File: src/rtl/booth_r16_accumulate_unit.sv
// Radix-16 Booth sequential multiplier: recodes one 4-bit multiplier digit per clock and
// accumulates the selected signed multiple of the multiplicand into a PROD_W-bit product.
module booth_r16_accumulate_unit #(
  parameter  int MULR_W = 8,
  localparam int PROD_W = 8 + MULR_W
) (
  input  logic              clk,
  input  logic              rst,
  input  logic              iStart,
  input  logic [MULR_W-1:0] iMulr,
  input  logic [7:0]        iDat1X,
  input  logic [9:0]        iDat3X,
  input  logic [10:0]       iDat5X,
  input  logic [10:0]       iDat7X,
  input  logic              iReady,
  output logic              oBusy,
  output logic              oValid,
  output logic [PROD_W-1:0] oProd
);

  localparam int NDIG  = MULR_W / 4;
  localparam int CNT_W = (NDIG > 1) ? $clog2(NDIG) : 1;

  typedef enum logic [1:0] {IDLE, RUN, DONE} state_t;

  state_t              state, state_nxt;
  logic [MULR_W:0]     mulr_sr;
  logic [CNT_W-1:0]    cnt;
  logic [PROD_W-1:0]   acc, acc_nxt, pp_ext;
  logic [4:0]          dig, dig_neg;
  logic [3:0]          mag;
  logic [11:0]         x1, x3, x5, x7, mult, pp;
  logic                last;

  assign x1 = {{4{iDat1X[7]}}, iDat1X};
  assign x3 = {{2{iDat3X[9]}}, iDat3X};
  assign x5 = {iDat5X[10], iDat5X};
  assign x7 = {iDat7X[10], iDat7X};

  // Low five bits of the shift register are {b3,b2,b1,b0,b(-1)} of the current digit.
  always_comb begin
    dig     = {mulr_sr[4], mulr_sr[4:1]} + {4'b0000, mulr_sr[0]};
    dig_neg = -dig;
    mag     = dig[4] ? dig_neg[3:0] : dig[3:0];
    case (mag)
      4'd1:    mult = x1;
      4'd2:    mult = x1 << 1;
      4'd3:    mult = x3;
      4'd4:    mult = x1 << 2;
      4'd5:    mult = x5;
      4'd6:    mult = x3 << 1;
      4'd7:    mult = x7;
      4'd8:    mult = x1 << 3;
      default: mult = 12'd0;
    endcase
    pp      = dig[4] ? -mult : mult;
    pp_ext  = {{(PROD_W-12){pp[11]}}, pp};
    acc_nxt = acc + (pp_ext << {cnt, 2'b00});
    last    = (cnt == CNT_W'(NDIG - 1));
  end

  always_comb begin
    state_nxt = state;
    case (state)
      IDLE:    if (iStart) state_nxt = RUN;
      RUN:     if (last)   state_nxt = DONE;
      DONE:    if (iReady) state_nxt = IDLE;
      default: state_nxt = IDLE;
    endcase
  end

  always_ff @(posedge clk) begin
    if (rst) begin
      state   <= IDLE;
      mulr_sr <= '0;
      cnt     <= '0;
      acc     <= '0;
      oValid  <= 1'b0;
      oProd   <= '0;
    end else begin
      state <= state_nxt;
      case (state)
        IDLE: if (iStart) begin
          mulr_sr <= {iMulr, 1'b0};
          acc     <= '0;
          cnt     <= '0;
        end
        RUN: begin
          acc     <= acc_nxt;
          mulr_sr <= {{4{mulr_sr[MULR_W]}}, mulr_sr[MULR_W:4]};
          if (last) begin
            oProd  <= acc_nxt;
            oValid <= 1'b1;
          end else begin
            cnt <= cnt + 1'b1;
          end
        end
        DONE: if (iReady) oValid <= 1'b0;
        default: ;
      endcase
    end
  end

  assign oBusy = (state != IDLE);

endmodule

File: config.mk
export PLATFORM = sky130hd
export DESIGN_NAME = booth_r16_accumulate_unit
export DESIGN_NICKNAME = d
export VERILOG_FILES = /design/src/rtl/booth_r16_accumulate_unit.sv
export SDC_FILE = /design/constraint.sdc
export NUM_CORES = 1
export LEC_CHECK = 0
export ABC_AREA = 1
export CORE_ASPECT_RATIO = 1.2
export CORE_MARGIN = 2
export CORE_UTILIZATION = 42
export DETAILED_ROUTE_END_ITERATION = 12
export PLACE_DENSITY = 0.77
export SETUP_SLACK_MARGIN = 0.5
export SYNTH_ARGS = -nofsm -noshare
export SYNTH_HDL_FRONTEND = slang
export SYNTH_SLANG_ARGS = --single-unit
File: constraint.sdc
create_clock -name clk -period 12.9 [get_ports clk]
set_input_delay 1.29 -clock clk [delete_from_list [all_inputs] [get_ports clk]]
set_output_delay 1.29 -clock clk [all_outputs]
set_load 0.05 [all_outputs]
# Yosys cells after proc, flatten, opt, wreduce, memory -nomap -nowiden
# Cells that the tools add are included.
# totals
word_cells,53
latch_bits,0
ff_bits,45
output_inout_bits,18
mem_count,0
mem_bits_rw,0
mem_bits_ro,0
# op_classes
order_cmp,0
div,0
add_sub_neg,5
reduce_logical,9
eq_ne,13
multipliers,0
shifts,1
mux,17
bitwise_logic,1
# op_table
operator,count
$pmux W12 S8,1
$pmux W16 S2,1
$pmux W9 S2,1
$add A16 B16 Y16,1
$eq A4 B3 Y1 const B,4
$mux W16,1
$shl A16 B3 Y16,1
$mux W12,1
$neg A12 Y12,1
$mux W9,1
$reduce_and A3 Y1,3
$eq A4 B2 Y1 const B,2
$mux W2,3
$ne A2 B2 Y1 const B,3
$pmux W2 S3,1
$reduce_bool A2 Y1,3
$add A4 B2 Y5,1
$eq A4 B1 Y1 const B,1
$eq A4 B4 Y1 const B,1
$mux W1,4
$mux W4,1
$neg A4 Y4,1
$pmux W1 S2,2
$reduce_and A2 Y1,2
5 further kinds,5

# Logic depth before layout (Yosys ltp)
# Gate-level depths: netlist of the first run.
# logic_depth
ltp_word,10
ltp_mapped,37

# Least setup slack after synthesis of the first run
# No wires, ideal clock.
# synth_timing
path_kind,register to register
from,register mulr_sr[0]
to,register acc[13]
setup_ps,70
path_stages_with_launch,33
setup_slack_ps,8347
arrival_ps,4482
n_path_buf,1
cell_sequence,dfxtp_1 > ha_1 > ha_1 > inv_1 > ha_1 > inv_1 > nand2_1 > nor2_1 > a21oi_1 > buf_2 > nand4_1 > nand3_1 > nor2_2 > ha_1 > nand2_1 > o31ai_1 > xnor2_1 > nand2_1 > o21ai_0 > ha_1 > nand2_1 > nor3_1 > nand2_1 > o211ai_1 > a21oi_1 > inv_1 > a21oi_1 > o21ai_0 > nand3_1 > nand2_1 > xor2_1 > nand2_1 > a21oi_1
# synth_via
elab_chain_len,10
elab_cells_between_ends,17
cone_classes,add/sub (4); eq/ne (8); shift (1); mux (4)
# synth_rtl
element,line_no,rtl
from (decl),27,logic [MULR_W:0] mulr_sr;
from (signal assigned),84,"mulr_sr <= {iMulr, 1'b0};"
from (signal assigned),90,"mulr_sr <= {{4{mulr_sr[MULR_W]}}, mulr_sr[MULR_W:4]};"
$add A4 B2 Y5 *,42,"dig = {mulr_sr[4], mulr_sr[4:1]} + {4'b0000, mulr_sr[0]};"
$neg A4 Y4,43,dig_neg = -dig;
$mux W4,44,mag = dig[4] ? dig_neg[3:0] : dig[3:0];
"$eq A4 B4 Y1, or another cell as far along",45,case (mag)
$pmux W12 S8,45,
$neg A12 Y12,56,pp = dig[4] ? -mult : mult;
$mux W12 *,56,
$shl A16 B3 Y16 *,58,"acc_nxt = acc + (pp_ext << {cnt, 2'b00});"
$add A16 B16 Y16 *,58,
$pmux W16 S2 *,82,case (state)
to (signal assigned),89,acc <= acc_nxt;
to (decl),29,"logic [PROD_W-1:0] acc, acc_nxt, pp_ext;"
# Mark *: on every way between the ends. The rest lies on a longest branch, timed or not.
# A chain may end at the register's enable or synchronous reset.

# Worst setup path after layout of the first run
# Ends and elaborated chain as after synthesis.

==> report_table.html, run 1 <==
<table>
<tr><th>Metric</th><th>Value</th></tr>
<tr><th colspan="2">Status</th></tr>
<tr><td>Outcome</td><td>completed</td></tr>
<tr><th colspan="2">Synth</th></tr>
<tr><td>Cell with the most instances after synthesis</td><td>sky130_fd_sc_hd__nand2_1</td></tr>
<tr><td>Cell type with the highest aggregate area in the netlist</td><td>sky130_fd_sc_hd__dfxtp_1</td></tr>
<tr><td>Yosys warning total</td><td>0</td></tr>
<tr><td>Post-synthesis share of cell area spent on and, or, nand and nor gates</td><td>0.374</td></tr>
<tr><td>Flop and latch count out of synthesis</td><td>45</td></tr>
<tr><td>Adder-cell area share of the yosys netlist</td><td>0.0726</td></tr>
<tr><td>Share of the synthesized area in compound gates (AO/OA/AOI/OAI)</td><td>0.145</td></tr>
<tr><td>Post-synth top cells</td><td>sky130_fd_sc_hd__nand2_1 (148), sky130_fd_sc_hd__inv_1 (55), sky130_fd_sc_hd__a21oi_1 (47), sky130_fd_sc_hd__nand4_1 (47), sky130_fd_sc_hd__dfxtp_1 (45)</td></tr>
<tr><td>Net count after synthesis</td><td>653</td></tr>
<tr><td>Synth Area per Inst</td><td>6.42 µm²</td></tr>
<tr><td>Top area cells in the synthesized netlist</td><td>sky130_fd_sc_hd__dfxtp_1 (24%), sky130_fd_sc_hd__nand2_1 (15%), sky130_fd_sc_hd__nand4_1 (7.9%)</td></tr>
<tr><td>Number of synthesized flops with an enable pin</td><td>0</td></tr>
<tr><td>Post-synthesis sequential area ratio</td><td>0.242</td></tr>
<tr><td>Multiplexer area fraction after synthesis</td><td>0.00538</td></tr>
<tr><td>Largest family of logic cells by synthesized area</td><td>simple AND/OR/NAND/NOR gates</td></tr>
<tr><td>Async S/R FF share, synth</td><td>0</td></tr>
<tr><td>Most common flop cell mapped by yosys</td><td>sky130_fd_sc_hd__dfxtp_1</td></tr>
<tr><td>Area fraction of the dominant cell type after synthesis</td><td>0.242</td></tr>
<tr><td>Distinct cells, synth</td><td>37</td></tr>
<tr><td>Cell area after technology mapping</td><td>0.00372 mm²</td></tr>
<tr><td>Xor and xnor fraction of the mapped netlist area</td><td>0.0517</td></tr>
<tr><td>Cell count after synthesis</td><td>580</td></tr>
<tr><th colspan="2">Worst setup path</th></tr>
<tr><td>Most repeated library cell on the critical path</td><td>sky130_fd_sc_hd__nand2_1</td></tr>
<tr><td>Element type at the critical path end</td><td>flip-flop</td></tr>
<tr><td>Worst-path maximum fanout</td><td>47</td></tr>
<tr><td>Required @ worst endpoint</td><td>13.13 ns</td></tr>
<tr><td>Startpoint-to-endpoint class of the critical path</td><td>reg2reg</td></tr>
<tr><td>Delay of the slowest critical-path stage</td><td>0.57 ns</td></tr>
<tr><td>Data arrival, critical path</td><td>5.85 ns</td></tr>
<tr><td>Cell type of the slowest stage on the worst timing path</td><td>sky130_fd_sc_hd__nand2_2</td></tr>
<tr><td>Crit path launch type</td><td>flip-flop</td></tr>
<tr><th colspan="2">Power and ir drop</th></tr>
<tr><td>Power per unit of standard cell area</td><td>122 mW/mm²</td></tr>
<tr><td>Leakage power</td><td>0.00210 µW</td></tr>
<tr><td>Total power draw</td><td>549 µW</td></tr>
<tr><td>Worst VDD drop</td><td>106 µV</td></tr>
<tr><th colspan="2">Route</th></tr>
<tr><td>Routed len/inst</td><td>13.7 µm</td></tr>
<tr><td>Initial drt markers</td><td>185</td></tr>
<tr><td>Antenna Nets Post-Route</td><td>0</td></tr>
<tr><td>Via count</td><td>4017</td></tr>
<tr><td>Detailed-route vias per instance</td><td>5.36</td></tr>
<tr><td>Number of DRC violations after detailed routing</td><td>0</td></tr>
<tr><td>Aggregate routed wire length</td><td>10.3 mm</td></tr>
<tr><td>First-pass iteration count of the detailed router</td><td>5</td></tr>
<tr><th colspan="2">Global routing</th></tr>
<tr><td>Initial antenna violation count</td><td>0</td></tr>
<tr><td>Maximum number of pins on one net before global-route repair</td><td>48</td></tr>
<tr><td>GRT Residual Overflow</td><td>0</td></tr>
<tr><td>Global router's overall resource usage</td><td>0.212</td></tr>
<tr><td>Number of global-route vias before repair</td><td>3694</td></tr>
<tr><td>Global-route wire length before repair</td><td>17.2 mm</td></tr>
<tr><th colspan="2">Clock network</th></tr>
<tr><td>Worst-skew pair later-pin latency</td><td>0.31 ns</td></tr>
<tr><td># hold bufs at CTS</td><td>0</td></tr>
<tr><td>Setup bufs post-CTS</td><td>0</td></tr>
<tr><td>Worst-case clock buffer depth</td><td>2</td></tr>
<tr><td>Clock Root Buffer</td><td>sky130_fd_sc_hd__clkbuf_8</td></tr>
<tr><td>Total number of H-tree levels</td><td>2</td></tr>
<tr><td>Num Clock Sinks</td><td>45</td></tr>
<tr><td>Clock input transition at the sequential cells of the worst setup and hold paths</td><td>0.08 ns</td></tr>
<tr><td>Post-CTS resize count</td><td>0</td></tr>
<tr><td>CTS tree</td><td>yes</td></tr>
<tr><td>Inserted Clock Buffers</td><td>5</td></tr>
<tr><th colspan="2">STA</th></tr>
<tr><td>Sum of negative setup slack</td><td>0 ns</td></tr>
<tr><td>Number of pins with negative max-slew slack in the final report</td><td>0</td></tr>
<tr><td>Setup violators final</td><td>0</td></tr>
<tr><td>Post-route minimum period</td><td>5.62 ns</td></tr>
<tr><td>Post-route clock period utilization</td><td>0.435</td></tr>
<tr><td>Actual slew at the worst max-slew pin</td><td>0.773 ns</td></tr>
<tr><td>Setup repair after global routing missed its margin</td><td>no</td></tr>
<tr><td>Max-Slew Margin vs Limit</td><td>0.483</td></tr>
<tr><td>Final count of hold timing violations</td><td>0</td></tr>
<tr><td>Maximum frequency from static timing analysis</td><td>178 MHz</td></tr>
<tr><td>Skew final</td><td>0.0154 ns</td></tr>
<tr><th colspan="2">Floorplanning</th></tr>
<tr><td>Core area</td><td>0.00861 mm²</td></tr>
<tr><td>Height of the die</td><td>107 µm</td></tr>
<tr><td>Die Area</td><td>0.00964 mm²</td></tr>
<tr><td>Cell Rows</td><td>37</td></tr>
<tr><td>IO Count</td><td>70</td></tr>
<tr><td>Initial Utilization</td><td>0.432</td></tr>
<tr><td>Die width</td><td>90.0 µm</td></tr>
<tr><th colspan="2">Placement</th></tr>
<tr><td>Gpl congestion</td><td>0.948</td></tr>
<tr><td>Post-detailed-placement half-perimeter wirelength</td><td>7.62 mm</td></tr>
<tr><td>IO Port Bufs</td><td>69</td></tr>
<tr><th colspan="2">Layout</th></tr>
<tr><td>Number of nets in the final layout</td><td>705</td></tr>
<tr><td>ANT cells</td><td>0</td></tr>
<tr><td>Final core utilization</td><td>0.525</td></tr>
<tr><td>Number of filler cells placed in the layout</td><td>853</td></tr>
<tr><td>Post-synthesis to final-layout area growth</td><td>21.4%</td></tr>
<tr><td>Ratio of cells with drive above 1 in the final layout</td><td>0.0554</td></tr>
<tr><th colspan="2">Hold path</th></tr>
<tr><td>Worst Hold Class</td><td>reg2reg</td></tr>
<tr><th colspan="2">Flow run</th></tr>
<tr><td>Max-cap viol count</td><td>0</td></tr>
</table>
area by class of cell:
cell class	instances	area, µm²	area share
clock buffer	5	68.8	0.0152
tap	117	146	0.0324
sequential	45	901	0.199
timing repair buffer	75	736	0.163
clock inverter	2	35.0	0.00775
multi-input combinational	447	2420	0.534
inverter	58	218	0.0482
final timing paths:
| path | slack (ns) | end | cells past startpoint | from |
|---|---|---|---|---|
| max | 7.28 | acc[13] | 32 | mulr_sr[0] |
| min reg2reg | 0.46 | mulr_sr[5] | 2 | mulr_sr[5] |
| min | 0.46 | mulr_sr[5] | 2 | mulr_sr[5] |
| max reg2reg | 7.28 | acc[13] | 32 | mulr_sr[0] |
through the flow:
stage	cell area [µm²]	worst slack, ns	std cells	hold WS (ns)
finish	4520	7.28	749	0.462
global route	4520	6.64	749	0.473
CTS	4520	7.33	749	0.462
detailed placement	4420	7.36	742	0.446
global placement	4420	7.59	742	0.443
floorplan	3720	8.35	580	0.430
per-layer routing:
layer  vias up  share of wire  GRT usage
met4         0          0.027     0.0824
met1      1809           0.44      0.264
met2       150           0.48      0.371
met3        24          0.057     0.0323
met5         -              0          0
li1       2034              -          -
flip-flops by register name (all words and copies together) (netlist names):
name     cells
oProd       16
state        2
acc         16
oValid       1
cnt          1
mulr_sr      9
logic make-up (layout without fill, tap and decap cells):
family | Yosys count | count (layout)
AND/OR/NAND/NOR | 303 | 303
AO/OA/AOI/OAI | 99 | 99
buffers and inverters | 88 | 140
flip-flops | 45 | 45
XOR/XNOR | 22 | 22
adder cells (fa/ha/maj) | 21 | 21
multiplexers | 2 | 2
critical path, delay by kind of cell (launching register included):
kind                       cells  cell delay, ns
DFF                            1            0.32
adders and majority gates      4            1.13
buffers and inverters          3            0.59
and+or+nand+nor               16            2.15
AOI/OAI and AO/OA              7            1.01
xor gates and xnor gates       2            0.34
cell usage in the layout (no fill, tap or decap), drive strengths merged:
| master | count |
|---|---|
| nand2 | 157 |
| clkdlybuf4s50 | 69 |
| inv | 57 |
| nor2 | 49 |
| nand4 | 47 |
| a21oi | 47 |
| dfxtp | 45 |
| nand3 | 39 |
| o21ai | 33 |
| ha | 20 |
| xor2 | 19 |
| o21bai | 10 |
| buf | 6 |
| clkbuf | 5 |
| nor3 | 4 |
| a211oi | 4 |
| xnor2 | 3 |
| nand3b | 2 |
| mux2i | 2 |
| a31oi | 2 |
| or2 | 2 |
| clkinv | 2 |
| o31ai | 1 |
| and2 | 1 |
| nor3b | 1 |
| and3 | 1 |
| o211ai | 1 |
| o21a | 1 |
| fa | 1 |
| bufinv | 1 |
power breakdown:
part / switching (µW) / internal [µW]
logic: 185 / 101
clock network: 47.1 / 56.3
registers: 8.99 / 151
Power figures use the tool's default switching activity.
==> run 2: changes to the inputs <==
Clock period 12.9 ns to 5.3 ns, I/O delays scaled along.
==> report_table.html, run 2 (same netlist as run 1, synthesis figures left out) <==
<table>
<tr><th>Metric</th><th>Value</th></tr>
<tr><th colspan="2">Worst setup path</th></tr>
<tr><td>Data arrival, critical path</td><td>4.86 ns (-0.99 ns)</td></tr>
<tr><td>Crit path launch type</td><td>flip-flop</td></tr>
<tr><td>Delay of the slowest critical-path stage</td><td>0.38 ns (-0.19 ns)</td></tr>
<tr><td>Cell type of the slowest stage on the worst timing path</td><td>sky130_fd_sc_hd__ha_1</td></tr>
<tr><td>Worst-path maximum fanout</td><td>20 (-57%)</td></tr>
<tr><td>Startpoint-to-endpoint class of the critical path</td><td>reg2reg</td></tr>
<tr><td>Worst-case register-to-register setup slack</td><td>0.69 ns (-6.60 ns)</td></tr>
<tr><td>Element type at the critical path end</td><td>flip-flop</td></tr>
<tr><td>Reg2Reg Launch Point</td><td>mulr_sr[1]</td></tr>
<tr><td>Most repeated library cell on the critical path</td><td>sky130_fd_sc_hd__nand2_1</td></tr>
<tr><td>Origin of the worst setup path</td><td>mulr_sr[1]</td></tr>
<tr><td>Buf/Inv on CP</td><td>3 (unchanged)</td></tr>
<tr><td>Worst path top cell family by delay</td><td>simple AND/OR/NAND/NOR gates</td></tr>
<tr><td>Required @ worst endpoint</td><td>5.54 ns (-7.59 ns)</td></tr>
<tr><th colspan="2">Layout</th></tr>
<tr><td>Ratio of cells with drive above 1 in the final layout</td><td>0.177 (+0.122)</td></tr>
<tr><td>Post-synthesis to final-layout area growth</td><td>38.4%</td></tr>
<tr><td>Regs by FF count</td><td>acc x16, oProd x16, mulr_sr x9</td></tr>
<tr><td>Final core utilization</td><td>0.599 (+0.0735)</td></tr>
<tr><td>Number of nets in the final layout</td><td>738 (+4.7%)</td></tr>
<tr><td>Most frequent standard cell in the layout excluding fill and tap cells</td><td>sky130_fd_sc_hd__nand2_1</td></tr>
<tr><td>Most used cells in the layout excluding fill and tap cells</td><td>sky130_fd_sc_hd__nand2_1 (137), sky130_fd_sc_hd__clkdlybuf4s50_1 (69), sky130_fd_sc_hd__inv_1 (49)</td></tr>
<tr><td>Number of filler cells placed in the layout</td><td>805 (-5.6%)</td></tr>
<tr><td>Post-Layout Cell Count</td><td>783 (+4.5%)</td></tr>
<tr><td>ANT cells</td><td>0 (unchanged)</td></tr>
<tr><th colspan="2">Placement</th></tr>
<tr><td>IO Port Bufs</td><td>69 (unchanged)</td></tr>
<tr><td>Gpl congestion</td><td>0.890 (-6.1%)</td></tr>
<tr><td>Total placed cells including tap cells</td><td>746 (+0.54%)</td></tr>
<tr><td>Pre-CTS setup slack</td><td>0.0353 ns (-7.33 ns)</td></tr>
<tr><td>Post-detailed-placement half-perimeter wirelength</td><td>7.99 mm (+4.9%)</td></tr>
<tr><th colspan="2">Global routing</th></tr>
<tr><td>GRT Residual Overflow</td><td>0 (unchanged)</td></tr>
<tr><td>Maximum number of pins on one net before global-route repair</td><td>42 (-13%)</td></tr>
<tr><td>Initial antenna violation count</td><td>0 (unchanged)</td></tr>
<tr><td>Number of global-route vias before repair</td><td>3866 (+4.7%)</td></tr>
<tr><td>Global-route wire length before repair</td><td>18.4 mm (+6.6%)</td></tr>
<tr><td>Global router's overall resource usage</td><td>0.229 (+0.0171)</td></tr>
<tr><th colspan="2">STA</th></tr>
<tr><td>Final setup margin</td><td>0.687 ns (-6.60 ns)</td></tr>
<tr><td>Post-route minimum period</td><td>4.61 ns (-1.00 ns)</td></tr>
<tr><td>Skew final</td><td>0.0152 ns (-0.000247 ns)</td></tr>
<tr><td>Number of pins with negative max-slew slack in the final report</td><td>0 (unchanged)</td></tr>
<tr><td>Worst slack on hold paths</td><td>0.461 ns (-0.00104 ns)</td></tr>
<tr><td>Max-Slew Margin vs Limit</td><td>0.572 (+0.0892)</td></tr>
<tr><td>Sum of negative setup slack</td><td>0 ns (unchanged)</td></tr>
<tr><td>Post-route clock period utilization</td><td>0.870 (+0.435)</td></tr>
<tr><td>Actual slew at the worst max-slew pin</td><td>0.641 ns (-0.132 ns)</td></tr>
<tr><td>Maximum frequency from static timing analysis</td><td>217 MHz (+22%)</td></tr>
<tr><td>Final count of hold timing violations</td><td>0 (unchanged)</td></tr>
<tr><td>Setup repair after global routing missed its margin</td><td>no</td></tr>
<tr><td>Setup violators final</td><td>0 (unchanged)</td></tr>
<tr><th colspan="2">Clock network</th></tr>
<tr><td>Clock Root Buffer</td><td>sky130_fd_sc_hd__clkbuf_8</td></tr>
<tr><td>Worst-case clock buffer depth</td><td>2 (unchanged)</td></tr>
<tr><td># hold bufs at CTS</td><td>0 (unchanged)</td></tr>
<tr><td>Total number of H-tree levels</td><td>2 (unchanged)</td></tr>
<tr><td>Inserted Clock Buffers</td><td>5 (unchanged)</td></tr>
<tr><td>CTS tree</td><td>yes</td></tr>
<tr><td>Worst-skew pair later-pin latency</td><td>0.31 ns (about the same)</td></tr>
<tr><td>Num Clock Sinks</td><td>45 (unchanged)</td></tr>
<tr><td>Clock input transition at the sequential cells of the worst setup and hold paths</td><td>0.08 ns (about the same)</td></tr>
<tr><th colspan="2">Route</th></tr>
<tr><td>Number of DRC violations after detailed routing</td><td>0 (unchanged)</td></tr>
<tr><td>Via count</td><td>4257 (+6.0%)</td></tr>
<tr><td>Routed len/inst</td><td>15.3 µm (+12%)</td></tr>
<tr><td>Initial drt markers</td><td>213 (+15%)</td></tr>
<tr><td>Aggregate routed wire length</td><td>12.0 mm (+17%)</td></tr>
<tr><td>Detailed-route vias per instance</td><td>5.44 (+1.4%)</td></tr>
<tr><td>Antenna Nets Post-Route</td><td>0 (unchanged)</td></tr>
<tr><td>First-pass iteration count of the detailed router</td><td>5 (unchanged)</td></tr>
<tr><th colspan="2">Power and ir drop</th></tr>
<tr><td>Leakage power</td><td>0.00236 µW (+12%)</td></tr>
<tr><td>Worst VDD drop</td><td>313 µV (+190%)</td></tr>
<tr><td>Power per unit of standard cell area</td><td>308 mW/mm² (+150%)</td></tr>
<tr><th colspan="2">Floorplanning</th></tr>
<tr><td>Die Area</td><td>0.00964 mm² (unchanged)</td></tr>
<tr><td>Cell Rows</td><td>37 (unchanged)</td></tr>
<tr><td>IO Count</td><td>70 (unchanged)</td></tr>
<tr><td>Die width</td><td>90.0 µm (unchanged)</td></tr>
<tr><td>Initial Utilization</td><td>0.432 (unchanged)</td></tr>
<tr><td>Height of the die</td><td>107 µm (unchanged)</td></tr>
<tr><td>Core area</td><td>0.00861 mm² (unchanged)</td></tr>
<tr><th colspan="2">Flow run</th></tr>
<tr><td>Max-cap viol count</td><td>0 (unchanged)</td></tr>
<tr><th colspan="2">Hold path</th></tr>
<tr><td>Worst Hold Class</td><td>reg2reg</td></tr>
<tr><td>Hold_sp</td><td>mulr_sr[5]</td></tr>
<tr><th colspan="2">Status</th></tr>
<tr><td>Outcome</td><td>completed</td></tr>
</table>
-- run 2: stage by stage --
stage | cell area (µm²) | power (µW)
2_1_floorplan | 3720 | 926
3_3_place_gp | 4460 | 1080
3_5_place_dp | 4460 | 1100
4_1_cts | 4720 | 1420
5_1_grt | 5150 | 1690
6_report | 5150 | 1590
-- run 2: path summary, 6_finish.rpt --
| path | endpoint | depth (start not counted) |
|---|---|---|
| worst max-delay path | acc[14] | 31 |
| worst min-delay path | mulr_sr[5] | 2 |
| worst max register to register | acc[14] | 31 |
| worst min register to register | mulr_sr[5] | 2 |
-- run 2: layout make-up --
| type | instances | area, µm² | share of cell area |
|---|---|---|---|
| clock inverter | 1 | 30.0 | 0.00583 |
| multi-input combinational | 448 | 2720 | 0.527 |
| sequential | 45 | 903 | 0.175 |
| clock buffer | 7 | 86.3 | 0.0168 |
| tap | 117 | 146 | 0.0284 |
| timing repair buffer | 107 | 1040 | 0.202 |
| inverter | 58 | 229 | 0.0444 |
-- run 2: report_power, final --
part | total [µW] | internal [µW] | switching, µW
combinational | 921 | 371 | 550
sequential | 392 | 367 | 25.2
clock | 273 | 154 | 119
-- run 2: worst reg2reg max path, delay by kind of cell (launching register included) --
kind                     cells  cell delay, ns
AO/OA/AOI/OAI                6            0.80
XOR/XNOR                     2            0.39
adder cells (fa/ha/maj)      3            0.71
buffers and inverters        3            0.43
flip-flops                   1            0.35
AND/OR/NAND/NOR             17            1.87
-- run 2: timing repair --
item	in CTS	in global routing
cloned	0	5
buffers inserted	8	16
setup endpoints to repair	12	14
gates resized for setup	22	65
pin swaps	10	34
-- run 2: metal layers --
layer | wire [µm] | track usage | vias to the layer above
met2 | 6000 | 0.427 | 162
met5 | 0 | 0 | -
met4 | 345 | 0.0725 | 0
met1 | 4960 | 0.274 | 1953
met3 | 653 | 0.0295 | 33
li1 | - | - | 2109
==> run 3: changes to the inputs <==
Settings changed: GPL_TIMING_DRIVEN set to 0, REMOVE_ABC_BUFFERS set to 1.
==> report_table.html, run 3 (same netlist as run 1, synthesis figures left out) <==
<table>
<tr><th>Metric</th><th>Value</th></tr>
<tr><th colspan="2">Status</th></tr>
<tr><td>Outcome</td><td>completed</td></tr>
<tr><th colspan="2">Clock network</th></tr>
<tr><td>Inserted Clock Buffers</td><td>5 (unchanged)</td></tr>
<tr><td>Worst-case clock buffer depth</td><td>2 (unchanged)</td></tr>
<tr><td>Clock Root Buffer</td><td>sky130_fd_sc_hd__clkbuf_8</td></tr>
<tr><td>Total number of H-tree levels</td><td>2 (unchanged)</td></tr>
<tr><td>Worst-skew pair later-pin latency</td><td>0.31 ns (about the same)</td></tr>
<tr><td>CTS tree</td><td>yes</td></tr>
<tr><td>Clock input transition at the sequential cells of the worst setup and hold paths</td><td>0.09 ns (about the same)</td></tr>
<tr><td>Num Clock Sinks</td><td>45 (unchanged)</td></tr>
<tr><th colspan="2">Placement</th></tr>
<tr><td>Post-detailed-placement half-perimeter wirelength</td><td>7.42 mm (-7.2%)</td></tr>
<tr><td>IO Port Bufs</td><td>69 (unchanged)</td></tr>
<tr><td>Pre-CTS setup slack</td><td>-0.610 ns (-0.645 ns)</td></tr>
<tr><td>Gpl congestion</td><td>0.953 (+7.0%)</td></tr>
<tr><th colspan="2">Global routing</th></tr>
<tr><td>Initial antenna violation count</td><td>0 (unchanged)</td></tr>
<tr><td>Global-route wire length before repair</td><td>18.1 mm (-1.5%)</td></tr>
<tr><td>Number of global-route vias before repair</td><td>3965 (+2.6%)</td></tr>
<tr><td>GRT Residual Overflow</td><td>0 (unchanged)</td></tr>
<tr><td>Maximum number of pins on one net before global-route repair</td><td>34 (-19%)</td></tr>
<tr><td>Global router's overall resource usage</td><td>0.227 (-0.00227)</td></tr>
<tr><th colspan="2">Floorplanning</th></tr>
<tr><td>IO Count</td><td>70 (unchanged)</td></tr>
<tr><td>Core area</td><td>0.00861 mm² (unchanged)</td></tr>
<tr><td>Die Area</td><td>0.00964 mm² (unchanged)</td></tr>
<tr><td>Initial Utilization</td><td>0.432 (unchanged)</td></tr>
<tr><td>Height of the die</td><td>107 µm (unchanged)</td></tr>
<tr><td>Cell Rows</td><td>37 (unchanged)</td></tr>
<tr><td>Die width</td><td>90.0 µm (unchanged)</td></tr>
<tr><th colspan="2">Layout</th></tr>
<tr><td>Multi-input combinational cell area</td><td>0.00291 mm² (+7.2%)</td></tr>
<tr><td>Regs by FF count</td><td>acc x16, oProd x16, mulr_sr x9</td></tr>
<tr><td>Final core utilization</td><td>0.611 (+0.0121)</td></tr>
<tr><td>Post-synthesis to final-layout area growth</td><td>41.2%</td></tr>
<tr><td>Number of nets in the final layout</td><td>745 (+0.95%)</td></tr>
<tr><td>Most frequent standard cell in the layout excluding fill and tap cells</td><td>sky130_fd_sc_hd__nand2_1</td></tr>
<tr><td>Sequential standard cell area</td><td>903 µm² (unchanged)</td></tr>
<tr><td>Most used cells in the layout excluding fill and tap cells</td><td>sky130_fd_sc_hd__nand2_1 (135), sky130_fd_sc_hd__clkdlybuf4s50_1 (69), sky130_fd_sc_hd__nand4_1 (47)</td></tr>
<tr><td>ANT cells</td><td>0 (unchanged)</td></tr>
<tr><td>Ratio of cells with drive above 1 in the final layout</td><td>0.210 (+0.0323)</td></tr>
<tr><td>Number of filler cells placed in the layout</td><td>768 (-4.6%)</td></tr>
<tr><th colspan="2">STA</th></tr>
<tr><td>Final count of hold timing violations</td><td>0 (unchanged)</td></tr>
<tr><td>Actual slew at the worst max-slew pin</td><td>1.28 ns (+0.638 ns)</td></tr>
<tr><td>Skew final</td><td>0.00680 ns (-0.00840 ns)</td></tr>
<tr><td>Max-Slew Margin vs Limit</td><td>0.145 (-0.427)</td></tr>
<tr><td>Post-route minimum period</td><td>4.69 ns (+0.0761 ns)</td></tr>
<tr><td>Setup repair after global routing missed its margin</td><td>yes</td></tr>
<tr><td>Maximum frequency from static timing analysis</td><td>213 MHz (-1.6%)</td></tr>
<tr><td>Final setup margin</td><td>0.611 ns (-0.0761 ns)</td></tr>
<tr><td>Post-route clock period utilization</td><td>0.885 (+0.0144)</td></tr>
<tr><td>Setup violators final</td><td>0 (unchanged)</td></tr>
<tr><td>Number of pins with negative max-slew slack in the final report</td><td>0 (unchanged)</td></tr>
<tr><th colspan="2">Worst setup path</th></tr>
<tr><td>Startpoint-to-endpoint class of the critical path</td><td>reg2reg</td></tr>
<tr><td>Element type at the critical path end</td><td>flip-flop</td></tr>
<tr><td>Worst-path maximum fanout</td><td>6 (-70%)</td></tr>
<tr><td>Most repeated library cell on the critical path</td><td>sky130_fd_sc_hd__ha_4</td></tr>
<tr><td>Buf/Inv on CP</td><td>5 (+2)</td></tr>
<tr><td>Delay of the slowest critical-path stage</td><td>0.36 ns (-0.02 ns)</td></tr>
<tr><td>Crit path launch type</td><td>flip-flop</td></tr>
<tr><td>Data arrival, critical path</td><td>4.91 ns (+0.05 ns)</td></tr>
<tr><td>Worst path top cell family by delay</td><td>compound AO/OA/AOI/OAI gates</td></tr>
<tr><td>Required @ worst endpoint</td><td>5.52 ns (-0.02 ns)</td></tr>
<tr><td>Cell type of the slowest stage on the worst timing path</td><td>sky130_fd_sc_hd__ha_1</td></tr>
<tr><th colspan="2">Route</th></tr>
<tr><td>Aggregate routed wire length</td><td>12.1 mm (+0.93%)</td></tr>
<tr><td>Initial drt markers</td><td>352 (+65%)</td></tr>
<tr><td>Via count</td><td>4342 (+2.0%)</td></tr>
<tr><td>Routed len/inst</td><td>15.3 µm (about the same)</td></tr>
<tr><td>First-pass iteration count of the detailed router</td><td>5 (unchanged)</td></tr>
<tr><td>Number of DRC violations after detailed routing</td><td>0 (unchanged)</td></tr>
<tr><td>Antenna Nets Post-Route</td><td>0 (unchanged)</td></tr>
<tr><td>Detailed-route vias per instance</td><td>5.50 (+1.1%)</td></tr>
<tr><th colspan="2">Flow run</th></tr>
<tr><td>Max-cap viol count</td><td>0 (unchanged)</td></tr>
<tr><th colspan="2">Power and ir drop</th></tr>
<tr><td>Leakage power</td><td>0.00236 µW (+0.18%)</td></tr>
<tr><td>Power per unit of standard cell area</td><td>295 mW/mm² (-4.0%)</td></tr>
<tr><td>Worst VDD drop</td><td>115 µV (-63%)</td></tr>
<tr><th colspan="2">Hold path</th></tr>
<tr><td>Worst Hold Class</td><td>reg2reg</td></tr>
</table>
==> run 3: changes by cell type in the layout (fill, tap and decap cells not counted), moves of 3 or more <==
cell / before / now
sky130_fd_sc_hd__nand3_1: 34 / 31
sky130_fd_sc_hd__nand2_4: 4 / 7
sky130_fd_sc_hd__nor2_4: 8 / 13
sky130_fd_sc_hd__inv_1: 49 / 46
sky130_fd_sc_hd__nand3_2: 4 / 7
sky130_fd_sc_hd__xor2_1: 14 / 17
sky130_fd_sc_hd__nor2_1: 34 / 30
sky130_fd_sc_hd__o21ai_2: 2 / 6
sky130_fd_sc_hd__xor2_2: 5 / 2
sky130_fd_sc_hd__nand2_8: 2 / 5
sky130_fd_sc_hd__a21oi_2: 2 / 5
sky130_fd_sc_hd__buf_4: 29 / 32
==> run 3: layout make-up <==
cell class                      instances  area share
Inverter                               58      0.0459
Sequential cell                        45       0.172
Timing Repair Buffer                  104       0.184
Clock inverter                          3     0.00333
Clock buffer                            5      0.0131
Tap cell                              117      0.0278
Multi-Input combinational cell        458       0.554
==> run 3: what timing repair did <==
item	CTS	global route
hold buffers	0	0
resized for setup	45	65
setup endpoints to repair	23	12
gates cloned	7	4
setup buffers	9	25
hold endpoints to repair	0	0
pin swaps	9	52
==> run 3: metal layers <==
metal	vias up	track usage	share of wire
li1	2141	-	-
met2	191	0.436	0.53
met4	0	0.105	0.037
met3	41	0.0225	0.050
met1	1969	0.252	0.38
met5	-	0	0
==> run 3: final timing paths <==
check        slack, ns        from  endpoint  cells past startpoint
max               0.61  mulr_sr[0]   acc[14]                     29
min               0.47    oProd[1]  oProd[1]                      2
max reg2reg       0.61  mulr_sr[0]   acc[14]                     29
min reg2reg       0.47    oProd[1]  oProd[1]                      2
==> run 3: worst register-to-register path, delay by kind of cell (launching register included) <==
family	cells	cell delay, ns
compound gates	8	1.20
simple gates	9	1.01
fa+ha+maj	4	0.99
buf+inv	5	0.50
xor+xnor	2	0.42
flops	1	0.35
mux	1	0.12
==> run 3: through the flow <==
stage	hold slack [ns]	setup TNS [ns]	total power (µW)	cell area, µm²	std cells
global placement	0.442	-5.57	1050	4370	736
CTS	0.466	0	1370	4800	761
global route	0.488	0	1650	5260	790
finish	0.466	0	1550	5260	790
detailed placement	0.450	-3.88	1080	4400	737
floorplan	0.428	0	890	3530	550
==> run 3: where the power goes <==
group,internal [µW],switching (µW),total [µW]
Clock,91.1,124,215
Combinational,372,573,945
Sequential,367,25.0,392
Total,830,723,1550
